$ cat src/rtl/oport_fifo.sv
`timescale 1ns/1ps
`default_nettype none
// oport_fifo: first-word-fall-through byte FIFO between the core's OPORT stores and an
// off-chip valid/ready consumer; bytes arriving while full and not draining are dropped into OVF.
module oport_fifo #(
   parameter int DATA_LEN = 8,
   parameter int DEPTH    = 4,
   parameter int ADDR_LEN = 2
) (
   input  logic                CLK,
   input  logic                RSTN,
   input  logic                WR_EN,
   input  logic [DATA_LEN-1:0] WR_DATA,
   output logic [DATA_LEN-1:0] OUT_DATA,
   output logic                OUT_VALID,
   input  logic                OUT_READY,
   output logic                FULL,
   output logic [ADDR_LEN:0]   COUNT,
   output logic                OVF,
   input  logic                OVF_CLR
);

   localparam logic [ADDR_LEN:0]   c_depth   = (ADDR_LEN+1)'(DEPTH);
   localparam logic [ADDR_LEN:0]   c_cnt_one = (ADDR_LEN+1)'(1);
   localparam logic [ADDR_LEN-1:0] c_ptr_one = ADDR_LEN'(1);

   logic [DATA_LEN-1:0] mem_q [DEPTH];
   logic [ADDR_LEN-1:0] rd_ptr_q, rd_ptr_d;
   logic [ADDR_LEN-1:0] wr_ptr_q, wr_ptr_d;
   logic [ADDR_LEN:0]   count_q, count_d;
   logic                ovf_q, ovf_d;
   logic                w_push, w_pop;

   assign OUT_VALID = (count_q != '0);
   assign FULL      = (count_q == c_depth);
   assign COUNT     = count_q;
   assign OVF       = ovf_q;
   assign OUT_DATA  = OUT_VALID ? mem_q[rd_ptr_q] : '0;

   // A full FIFO still accepts a write when the head is leaving on the same edge.
   assign w_pop  = OUT_VALID & OUT_READY;
   assign w_push = WR_EN & (~FULL | w_pop);

   always_comb begin
      rd_ptr_d = rd_ptr_q;
      wr_ptr_d = wr_ptr_q;
      count_d  = count_q;
      ovf_d    = ovf_q;
      if (w_pop) begin
         rd_ptr_d = rd_ptr_q + c_ptr_one;
      end
      if (w_push) begin
         wr_ptr_d = wr_ptr_q + c_ptr_one;
      end
      case ({w_push, w_pop})
         2'b10:   count_d = count_q + c_cnt_one;
         2'b01:   count_d = count_q - c_cnt_one;
         default: count_d = count_q;
      endcase
      // A drop in the same cycle as a clear must still be reported.
      if (WR_EN & ~w_push) begin
         ovf_d = 1'b1;
      end else if (OVF_CLR) begin
         ovf_d = 1'b0;
      end
   end

   always_ff @(posedge CLK or negedge RSTN) begin
      if (!RSTN) begin
         rd_ptr_q <= '0;
         wr_ptr_q <= '0;
         count_q  <= '0;
         ovf_q    <= 1'b0;
      end else begin
         rd_ptr_q <= rd_ptr_d;
         wr_ptr_q <= wr_ptr_d;
         count_q  <= count_d;
         ovf_q    <= ovf_d;
      end
   end

   always_ff @(posedge CLK) begin
      if (w_push) begin
         mem_q[wr_ptr_q] <= WR_DATA;
      end
   end

endmodule
`default_nettype wire

$ cat config.mk
export PLATFORM = sky130hd
export DESIGN_NAME = oport_fifo
export DESIGN_NICKNAME = d
export VERILOG_FILES = /design/src/rtl/oport_fifo.sv
export SDC_FILE = /design/constraint.sdc
export NUM_CORES = 1
export LEC_CHECK = 0
export ABC_AREA = 0
export CORE_ASPECT_RATIO = 1.1
export CORE_MARGIN = 1
export CORE_UTILIZATION = 30
export CTS_BUF_LIST = sky130_fd_sc_hd__clkbuf_8
export CTS_CLUSTER_SIZE = 12
export DETAILED_ROUTE_END_ITERATION = 10
export HOLD_SLACK_MARGIN = 0.03
export SKIP_LAST_GASP = 1
export SLEW_MARGIN = 25
export SYNTH_ARGS = -nofsm -noshare
export SYNTH_HDL_FRONTEND = slang
export SYNTH_SLANG_ARGS = --single-unit
export TNS_END_PERCENT = 30
$ cat constraint.sdc
create_clock -name CLK -period 2.7 [get_ports CLK]
set_input_delay 0.54 -clock CLK [delete_from_list [all_inputs] [get_ports CLK]]
set_output_delay 0.54 -clock CLK [all_outputs]
set_load 0.1 [all_outputs]
# Word-level counts from Yosys, hierarchy flattened
# Memories as Yosys holds them, arrays and structs flattened.
# Cells that the tools add are included.
[word_totals]
n_memories = 1
in_bits = 13
out_inout_bits = 14
reg_bits = 8
mem_bits_rw = 32
[memory_table]
columns = ["memory", "words", "width", "read_ports", "rd_ports_with_merged_regs", "write_ports", "line_no", "source"]
rows = [
  ["mem_q", 4, 8, 1, 0, 1, "27", "logic [DATA_LEN-1:0] mem_q [DEPTH];"],
]
[op_classes]
bitwise = 6
reduce_logical = 3
addsub = 4
n_mux = 6
eq_ne = 3
[op_table]
columns = ["op", "n"]
rows = [
  ["$mux 8", 1],
  ["$pmux 3 s2", 1],
  ["$add 2x1->2 const B", 2],
  ["$mux 1", 4],
  ["$reduce_bool 2->1", 2],
  ["$add 3x1->3 const B", 1],
  ["$and 1x1->1", 3],
  ["$eq 3x3->1 const B", 1],
  ["$reduce_bool 3->1", 1],
  ["$sub 3x1->3 const B", 1],
  ["$eq 2x1->1 const B", 1],
  ["$eq 2x2->1 const B", 1],
  ["$not 1->1", 2],
  ["$or 1x1->1", 1],
]

# Logic depth before layout (Yosys ltp)
# Gate-level depths: netlist (run 1).
[logic_depth]
depth_word = 7
depth_mapped = 7

# Least setup slack after synthesis (run 1)
# Ideal clock, no wire load.
[synth_path]
path_type = "reg-to-reg"
from = "register count_q[0] (netlist: COUNT[0])"
to = "register count_q[2] (netlist: COUNT[2])"
setup_ps = 118
synth_period_minus_slack_ps = 3818
path_buffers = 1
arrival_time_ps = 3700
path_slack_ps = -1118
path_stages_with_launch = 8
required_ps = 2582
cell_sequence = "dfrtp_1 or3_2 clkbuf_1 nand3_1 fa_1 or3b_2 a32o_1 a21o_1"
[synth_between]
elab_chain_cells = 6
word_cells_on_any_way = 12
classes_between = "add/sub: 2; eq/ne: 3; mux: 1; bitwise: 4; reduce/logical: 2"
[synth_lines]
columns = ["item", "line_no", "source"]
rows = [
  ["from (decl)", "30", "logic [ADDR_LEN:0] count_q, count_d;"],
  ["from (signal assigned)", "77", "count_q <= count_d;"],
  ["$reduce_bool 3->1 *", "34", "assign OUT_VALID = (count_q != '0);"],
  ["via OUT_VALID", "15", "output logic OUT_VALID,"],
  ["$and 1x1->1 *", "41", "assign w_pop = OUT_VALID & OUT_READY;"],
  ["$or 1x1->1", "42", "assign w_push = WR_EN & (~FULL | w_pop);"],
  ["$and 1x1->1", "42", ""],
  ["$eq 2x1->1 or $eq 2x2->1 (tied branches)", "55", "case ({w_push, w_pop})"],
  ["$pmux 3 s2 or $reduce_bool 2->1 (tied branches)", "--", ""],
]
# The timed path passes the listed nets; every way through them passes the cells marked *.
# A chain may end at the register's enable or synchronous reset.

# Worst setup path in the final report (run 1)
[layout_path]
from = "register rd_ptr_q[0]"
to = "output port OUT_DATA[4]"
[layout_between]
elab_chain_cells = 2
[layout_lines]
columns = ["item", "line_no", "source"]
rows = [
  ["from (decl)", "28", "logic [ADDR_LEN-1:0] rd_ptr_q, rd_ptr_d;"],
  ["from (signal assigned)", "75", "rd_ptr_q <= rd_ptr_d;"],
  ["$mem_v2 4x8", "--", ""],
  ["$mux 8", "38", "assign OUT_DATA = OUT_VALID ? mem_q[rd_ptr_q] : '0;"],
  ["to (decl)", "14", "output logic [DATA_LEN-1:0] OUT_DATA,"],
]
# Every way passes these cells.

==> results of run 1 <==
-- flip-flops by register name (all words and copies together) (netlist names) --
| name | cells |
|---|---|
| mem_q | 32 |
| COUNT | 3 |
| rd_ptr_q | 2 |
| wr_ptr_q | 2 |
| OVF | 1 |
-- cell usage in the layout, fill, tap and decap left out, drive strengths merged --
cell type,instances
fa,1
clkinv,3
buf,17
o21ba,1
clkdlybuf4s50,12
o32ai,2
mux4,8
mux2,1
nor2,2
a32o,1
nor2b,1
or3,1
nand2,1
dfrtp,8
xnor2,3
o211ai,1
or3b,2
nand3b,1
inv,8
and3,1
o21a,1
o21ai,2
and2,12
nand3,3
a21o,1
a22oi,1
edfxtp,32
ha,4
clkbuf,5
xor2,2
-- cell type report --
cell class	count	area, sq um
sequential	40	1170
fill	514	3230
clock buffer	5	68.8
tap	75	93.8
inverter	8	30.0
multi-input combinational	53	548
clock inverter	3	13.8
timing repair buffer	29	348
-- through the flow --
stage	hold slack [ns]	cell area, sq um	worst slack [ns]
finish	0.532	2270	0.236
global route	0.545	2270	0.139
CTS	0.536	2270	0.186
detailed placement	0.531	2190	0.143
global placement	0.528	2190	0.208
floorplan	0.244	1780	0.0242
-- worst paths after layout --
check / startpoint / to / slack (ns) / cells past startpoint
hold reg to reg: OVF$_DFFE_PN0P_ / OVF$_DFFE_PN0P_ / 0.54 / 2
min in group CLK: OVF$_DFFE_PN0P_ / OVF$_DFFE_PN0P_ / 0.54 / 2
hold / removal: RSTN / COUNT[0]$_DFFE_PN0P_ / 0.53 / 1
setup reg to reg: COUNT[0]$_DFFE_PN0P_ / COUNT[1]$_DFFE_PN0P_ / 0.34 / 6
max in group asynchronous: RSTN / COUNT[2]$_DFFE_PN0P_ / 1.86 / 1
setup / recovery: rd_ptr_q[0]$_DFFE_PN0P_ / OUT_DATA[4] / 0.24 / 4
-- per-layer routing --
layer	track usage	wire length (um)
met5	0	0
met3	0.0400	110
met1	0.139	1310
met2	0.188	1600
met4	0.0623	68
-- cell families (layout without fill, tap and decap cells) --
logic type / count (synthesis) / count (layout) / synth area share
adder cells (fa/ha/maj): 5 / 5 / 0.0398
AND/OR/NAND/NOR: 24 / 24 / 0.0874
AO/OA/AOI/OAI: 10 / 10 / 0.0483
buffers and inverters: 13 / 45 / 0.0291
flip-flops: 40 / 40 / 0.660
multiplexers: 9 / 9 / 0.111
XOR/XNOR: 5 / 5 / 0.0249
-- critical path: cells and delay by family, from the launching register on --
family                 cells  cell delay (ns)
and+or+nand+nor            1             0.20
buffers and inverters      2             0.41
muxes                      1             0.50
DFF                        1             0.51
==> flow_metrics.env, run 1 <==
export IMPL_diodes=0
export IMPL_ios=27
export IMPL_syn_inst=106
export IMPL_viasPerCell=4.44
export IMPL_htree_levels=2
export IMPL_cts_root_buffer="clkbuf_8"
export IMPL_ys_warn_count=0
export IMPL_skew_ns=0.00320
export IMPL_worst_slew_pin_transition_ns=0.443
export IMPL_portBuffers=26
export IMPL_cts_setup_buffers=0
export IMPL_layout_drive_gt1_share=0.326
export IMPL_synth_main_ff_cell="edfxtp_1"
export IMPL_placementRows=28
export IMPL_finalCritPeriodShare=0.912
export IMPL_fmax_mhz=406
export IMPL_routed_via_count=945
export IMPL_syn_avg_cell_area_sq_um=16.6
export IMPL_rsz0062_at_grt="false"
export IMPL_ys_types=31
export IMPL_place_hpwl_um=2110
export IMPL_grtUsageTotal=0.118
export IMPL_fp_dieArea_sq_mm=0.00618
export IMPL_cp_arrival_ns=1.92
export IMPL_worstSetupEndpointType="output port"
export IMPL_coreArea_sq_mm=0.00550
export IMPL_async_flop_share=0.200
export IMPL_stdcell_count=213
export IMPL_synth_edff_count=32
export IMPL_cp_cell_sequence="buf_4, mux4_2, and2_1, buf_12"
export IMPL_syn_area_sq_mm=0.00176
export IMPL_startpoint_type="flip-flop"
export IMPL_hp_class="input port to async pin"
export IMPL_cts_resized=0
export IMPL_synthTopCellsByCount="edfxtp_1 (32), and2_1 (8), dfrtp_1 (8), inv_1 (8), mux4_2 (8)"
export IMPL_max_cap_violations=0
export IMPL_grt_overflow=0
export IMPL_tritoncts="built"
export IMPL_yosysSeqAreaShare=0.660
export IMPL_ys_seq_elements=40
export IMPL_max_stage_delay_ns=0.51
export IMPL_dp_cells=205
export IMPL_crit_type="flip-flop to output port"
export IMPL_min_period_ns=2.46
export IMPL_routed_wl_um=3090
export IMPL_maxSlewViolCount=0
export IMPL_clk_insertion_delay_late_ns=0.29
export IMPL_yosysMostFrequentCell="edfxtp_1"
export IMPL_path_max_fanout=6
export IMPL_cp_required_ns=2.16
export IMPL_initial_core_util=0.320
export IMPL_setup_viol=0
export IMPL_drtAntennaViolNets=0
export IMPL_synth_nets=124
export IMPL_synth_area_leader_cell="edfxtp_1"
export IMPL_syn2layout_area_growth_pct=29.2
export IMPL_tns_ns=0
export IMPL_max_clock_path_buffers=2
export IMPL_synthTopCellsByArea="edfxtp_1 (55%), dfrtp_1 (11%), mux4_2 (10%)"
export IMPL_grt_max_degree=13
export IMPL_netlist_area_leader_share=0.546
export IMPL_gp_congestion=0.748
export IMPL_die_x_um=75.0
export IMPL_clk_pin_slew_ns=0.07
export IMPL_drtIter0Drc=71
export IMPL_cts_sinks=40
export IMPL_drt_wirelength_per_cell_um=14.5
export IMPL_grt_pass1_wl_um=5010
export IMPL_fin_util=0.414
export IMPL_cts_buffers=5
export IMPL_finalNetCount=155
export IMPL_grt_pass1_vias=1006
export IMPL_drt_pass1_iter_count=4
export IMPL_max_slew_margin_rel=0.705
export IMPL_crit_slowest_cell="dfrtp_1"
export IMPL_outcome="finished, final reports clean"
export IMPL_drc=0
export IMPL_finalHoldViolCount=0
export IMPL_die_h_um=82.3
export IMPL_antenna_found_initial=0
export IMPL_cts_hold_buf=0
Power of run 1 is left out: the tool's default activity adds up to more than one toggle a clock period on the data nets, which glitch-free logic cannot reach.
==> run 2: changes to the inputs <==
--- a/config.mk
+++ b/config.mk
@@ -12,6 +12,7 @@
 export CTS_BUF_LIST = sky130_fd_sc_hd__clkbuf_8
 export CTS_CLUSTER_SIZE = 12
 export DETAILED_ROUTE_END_ITERATION = 10
+export GPL_TIMING_DRIVEN = 0
 export HOLD_SLACK_MARGIN = 0.03
 export SKIP_LAST_GASP = 1
 export SLEW_MARGIN = 25
==> flow_metrics.env, run 2 (synthesized netlist as in run 1, its figures left out) <==
export IMPL_setup_viol=6
export IMPL_fin_util=0.401
export IMPL_ios=27
export IMPL_cts_root_buffer="clkbuf_8"
export IMPL_worstSetupEndpointType="output port"
export IMPL_initial_core_util=0.320
export IMPL_crit_type="flip-flop to output port"
export IMPL_cts_setup_buffers=0
export IMPL_diodes=0
export IMPL_worst_slack_ns=-0.258
export IMPL_clk_pin_slew_ns=0.07
export IMPL_gp_congestion=0.794
export IMPL_max_cap_violations=0
export IMPL_max_slew_margin_rel=0.340
export IMPL_grt_pass1_wl_um=5100
export IMPL_viasPerCell=4.60
export IMPL_finalCritPeriodShare=1.10
export IMPL_die_x_um=75.0
export IMPL_final_cell_mix="edfxtp_1 (32), clkdlybuf4s50_1 (17), inv_1 (9)"
export IMPL_worst_slew_pin_transition_ns=0.987
export IMPL_drc=0
export IMPL_cts_sinks=40
export IMPL_timing_reg2reg_setup_slack_ns=0.30
export IMPL_multi_input_area_sq_um=548
export IMPL_routed_via_count=990
export IMPL_min_period_ns=2.96
export IMPL_outcome="complete, but fails checks"
export IMPL_drt_wirelength_per_cell_um=14.7
export IMPL_fp_dieArea_sq_mm=0.00618
export IMPL_drt_pass1_iter_count=4
export IMPL_clk_insertion_delay_late_ns=0.28
export IMPL_top_register="mem_q"
export IMPL_seqCellArea_sq_mm=0.00117
export IMPL_mostFrequentLayoutCell="edfxtp_1"
export IMPL_grt_overflow=0
export IMPL_portBuffers=26
export IMPL_holdWs_ns=0.535
export IMPL_grt_pass1_vias=1035
export IMPL_layout_drive_gt1_share=0.243
export IMPL_cp_required_ns=2.16
export IMPL_antenna_found_initial=0
export IMPL_skew_ns=0.00541
export IMPL_grtUsageTotal=0.117
export IMPL_fill_cells=521
export IMPL_cp_arrival_ns=2.42
export IMPL_path_max_fanout=7
export IMPL_tritoncts="built"
export IMPL_max_clock_path_buffers=2
export IMPL_finalNetCount=157
export IMPL_drtIter0Drc=73
export IMPL_violations="negative setup slack"
export IMPL_hp_class="input port to async pin"
export IMPL_routed_wl_um=3160
export IMPL_largest_reg_flops=32
export IMPL_post_place_ws_ns=-0.326
export IMPL_coreArea_sq_mm=0.00550
export IMPL_syn2layout_area_growth_pct=25.4
export IMPL_finalHoldViolCount=0
export IMPL_rsz0062_at_grt="true"
export IMPL_startpoint_type="flip-flop"
export IMPL_placementRows=28
export IMPL_drtAntennaViolNets=0
export IMPL_place_hpwl_um=2210
export IMPL_grt_max_degree=13
export IMPL_die_h_um=82.3
export IMPL_fmax_mhz=338
export IMPL_maxSlewViolCount=0
export IMPL_htree_levels=2
export IMPL_cts_buffers=5
-- run 2: changes by cell type in the layout (fill, tap and decap cells not counted) --
cell             before  now
clkdlybuf4s50_1      12   17
buf_1                 0    1
clkinv_2              2    0
clkdlybuf4s15_2       0    2
buf_4                 9    0
clkbuf_1              0    1
inv_1                 8    9
dlygate4sd2_1         0    4
buf_2                 0    2
clkbuf_2              0    2
buf_12                8    0
clkbuf_4              0    1
clkdlybuf4s15_1       0    1
clkbuf_8              5    6
-- run 2: stage by stage --
stage | std cells | instance area, sq um | TNS (ns)
finish | 215 | 2210 | -1.04
global placement | 207 | 2130 | -1.70
global route | 215 | 2210 | -1.81
CTS | 215 | 2210 | -1.70
floorplan | 106 | 1780 | 0
detailed placement | 207 | 2130 | -1.97
-- run 2: worst paths after layout --
check,from,endpoint,cells after the start
min reg2reg,OVF$_DFFE_PN0P_,OVF$_DFFE_PN0P_,2
max,COUNT[0]$_DFFE_PN0P_,FULL,3
max in group asynchronous,RSTN,COUNT[2]$_DFFE_PN0P_,1
max reg2reg,COUNT[0]$_DFFE_PN0P_,COUNT[1]$_DFFE_PN0P_,7
min in group CLK,OVF$_DFFE_PN0P_,OVF$_DFFE_PN0P_,2
min,RSTN,COUNT[0]$_DFFE_PN0P_,1
-- run 2: layout make-up --
class / instances / area share
flip-flops and latches: 40 / 0.531
inverters: 8 / 0.0136
multi-input cells: 53 / 0.248
clock inverters: 2 / 0.00340
clock buffers: 6 / 0.0374
plain buffers: 5 / 0.0113
repair buffers: 26 / 0.112
well taps: 75 / 0.0425
-- run 2: worst max-delay path, stage by stage, from the launching register on --
cell,delay [ns]
dfrtp_4,0.51
or3b_4,0.44
inv_1,0.07
clkdlybuf4s50_1,1.12
-- run 2: layer usage --
| layer | GRT usage | part of all wire |
|---|---|---|
| met1 | 0.128 | 0.41 |
| met3 | 0.0328 | 0.037 |
| met4 | 0.0566 | 0.026 |
| met5 | 0 | 0 |
| met2 | 0.209 | 0.53 |
-- run 2: timing repair --
item / CTS / global route
hold buffers: 0 / 0
endpoints found under the hold margin: 0 / 0
setup endpoints to repair: 11 / 11
resized for setup: 13 / 5
Power of run 2 is left out for the same reason.
==> run 3: changes to the inputs <==
--- a/config.mk
+++ b/config.mk
@@ -8,12 +8,12 @@
 export ABC_AREA = 0
 export CORE_ASPECT_RATIO = 1.1
 export CORE_MARGIN = 1
-export CORE_UTILIZATION = 30
+export CORE_UTILIZATION = 55
 export CTS_BUF_LIST = sky130_fd_sc_hd__clkbuf_8
-export CTS_CLUSTER_SIZE = 12
 export DETAILED_ROUTE_END_ITERATION = 10
 export GPL_TIMING_DRIVEN = 0
 export HOLD_SLACK_MARGIN = 0.03
+export PLACE_DENSITY = 0.81
 export SKIP_LAST_GASP = 1
 export SLEW_MARGIN = 25
 export SYNTH_ARGS = -nofsm -noshare
==> flow_metrics.env, run 3 (synthesized netlist as in run 1, its figures left out) <==
export IMPL_routed_via_count=987
export IMPL_startpoint_type="flip-flop"
export IMPL_finalNetCount=157
export IMPL_crit_slowest_cell="dlygate4sd2_1"
export IMPL_violations="negative setup slack"
export IMPL_cts_buffers=5
export IMPL_ios=27
export IMPL_largest_reg_flops=32
export IMPL_finalHoldViolCount=0
export IMPL_drt_wirelength_per_cell_um=17.9
export IMPL_fp_dieArea_sq_mm=0.00343
export IMPL_grt_pass1_wl_um=4910
export IMPL_diodes=0
export IMPL_grt_overflow=0
export IMPL_outcome="complete, but fails checks"
export IMPL_rsz0062_at_grt="true"
export IMPL_routed_wl_um=3110
export IMPL_maxSlewViolCount=0
export IMPL_min_period_ns=2.91
export IMPL_clk_pin_slew_ns=0.07
export IMPL_finalCritPeriodShare=1.08
export IMPL_max_cap_violations=0
export IMPL_cp_arrival_ns=2.37
export IMPL_tritoncts="built"
export IMPL_path_max_fanout=9
export IMPL_cp_cell_sequence="clkbuf_1, mux4_2, and2_1, dlygate4sd2_1"
export IMPL_skew_ns=0.00736
export IMPL_gp_congestion=0.644
export IMPL_drtIter0Drc=22
export IMPL_setup_viol=5
export IMPL_clk_insertion_delay_late_ns=0.29
export IMPL_place_hpwl_um=2100
export IMPL_worstSetupEndpointType="output port"
export IMPL_die_x_um=55.9
export IMPL_dpl_cell_area_sq_mm=0.00208
export IMPL_die_h_um=61.3
export IMPL_htree_levels=2
export IMPL_top_register="mem_q"
export IMPL_max_slew_margin_rel=0.349
export IMPL_mostFrequentLayoutCell="edfxtp_1"
export IMPL_antenna_found_initial=0
export IMPL_holdWs_ns=0.539
export IMPL_worst_slack_ns=-0.213
export IMPL_final_cell_mix="edfxtp_1 (32), clkdlybuf4s50_1 (16), inv_1 (9)"
export IMPL_cts_setup_buffers=0
export IMPL_hp_class="input port to async pin"
export IMPL_worstReg2RegStart="COUNT[0]$_DFFE_PN0P_"
export IMPL_grt_pass1_vias=983
export IMPL_fmax_mhz=343
export IMPL_grt_max_degree=13
export IMPL_initial_core_util=0.578
export IMPL_cts_hold_buf=0
export IMPL_crit_type="flip-flop to output port"
export IMPL_final_area_sq_mm=0.00217
export IMPL_fill_cells=205
export IMPL_max_clock_path_buffers=2
export IMPL_cp_startpoint="rd_ptr_q[1]$_DFFE_PN0P_"
export IMPL_cts_resized=13
export IMPL_portBuffers=26
export IMPL_layout_drive_gt1_share=0.250
export IMPL_cp_buffers_inverters=2
export IMPL_worst_slew_pin_transition_ns=0.974
export IMPL_placementRows=21
export IMPL_viasPerCell=5.67
export IMPL_drt_pass1_iter_count=4
export IMPL_max_stage_delay_ns=0.84
export IMPL_cp_required_ns=2.16
export IMPL_coreArea_sq_mm=0.00305
export IMPL_drc=0
export IMPL_drtAntennaViolNets=0
export IMPL_grtUsageTotal=0.212
export IMPL_syn2layout_area_growth_pct=23.1
export IMPL_cts_root_buffer="clkbuf_8"
export IMPL_critPathTopFamily="buffers and inverters"
export IMPL_cts_sinks=40
[run 3: changes by cell type in the layout (fill, tap and decap cells not counted), sizes merged]
cell / previous run / this run
clkdlybuf4s15: 3 / 2
dlygate4sd2: 4 / 5
clkbuf: 10 / 11
dlymetal6s2s: 0 / 1
clkinv: 1 / 0
clkdlybuf4s50: 17 / 16
[run 3: cell type report]
cell class,instances,area (sq um),share of cell area
Sequential cell,40,1170,0.541
Multi-Input combinational cell,53,548,0.253
Timing Repair Buffer,26,249,0.115
Clock buffer,7,96.3,0.0445
Tap cell,34,42.5,0.0196
Inverter,8,30.0,0.0139
Buffer,5,25.0,0.0115
Clock inverter,1,3.75,0.00173
[run 3: per-layer routing]
layer | track usage | routed length (um) | vias to the layer above | part of all wire
met4 | 0.108 | 65 | 0 | 0.021
li1 | - | - | 458 | -
met2 | 0.344 | 1640 | 17 | 0.53
met3 | 0.0630 | 111 | 6 | 0.036
met1 | 0.268 | 1290 | 506 | 0.41
met5 | 0 | 0 | - | 0
[run 3: through the flow]
step / cells / setup TNS, ns / util / worst slack (ns)
3_5_place_dp: 166 / -1.79 / 0.682 / -0.319
4_1_cts: 174 / -1.60 / 0.713 / -0.263
2_1_floorplan: 106 / 0 / - / 0.0242
6_report: 174 / -0.867 / 0.711 / -0.213
5_1_grt: 174 / -1.39 / 0.711 / -0.283
3_3_place_gp: 166 / -1.49 / 0.682 / -0.239
[run 3: path summary, 6_finish.rpt]
| check | end | slack, ns | cells after the start |
|---|---|---|---|
| worst max-delay path | OUT_DATA[3] | -0.21 | 4 |
| worst min-delay path | COUNT[0]$_DFFE_PN0P_ | 0.54 | 1 |
| worst max register to register | COUNT[1]$_DFFE_PN0P_ | 0.30 | 7 |
| worst min register to register | OVF$_DFFE_PN0P_ | 0.56 | 2 |
| max in group asynchronous | COUNT[2]$_DFFE_PN0P_ | 1.83 | 1 |
| min in group CLK | OVF$_DFFE_PN0P_ | 0.56 | 2 |
[run 3: worst register-to-register path, cell delays in order (launching register included)]
cell and delay [ns]:
dfrtp_4 0.51, or3_2 0.51, clkbuf_4 0.20, nand3_1 0.11, fa_1 0.43, o21ba_2 0.25, o211ai_1 0.07, a22oi_1 0.21
Power of run 3 is left out for the same reason.
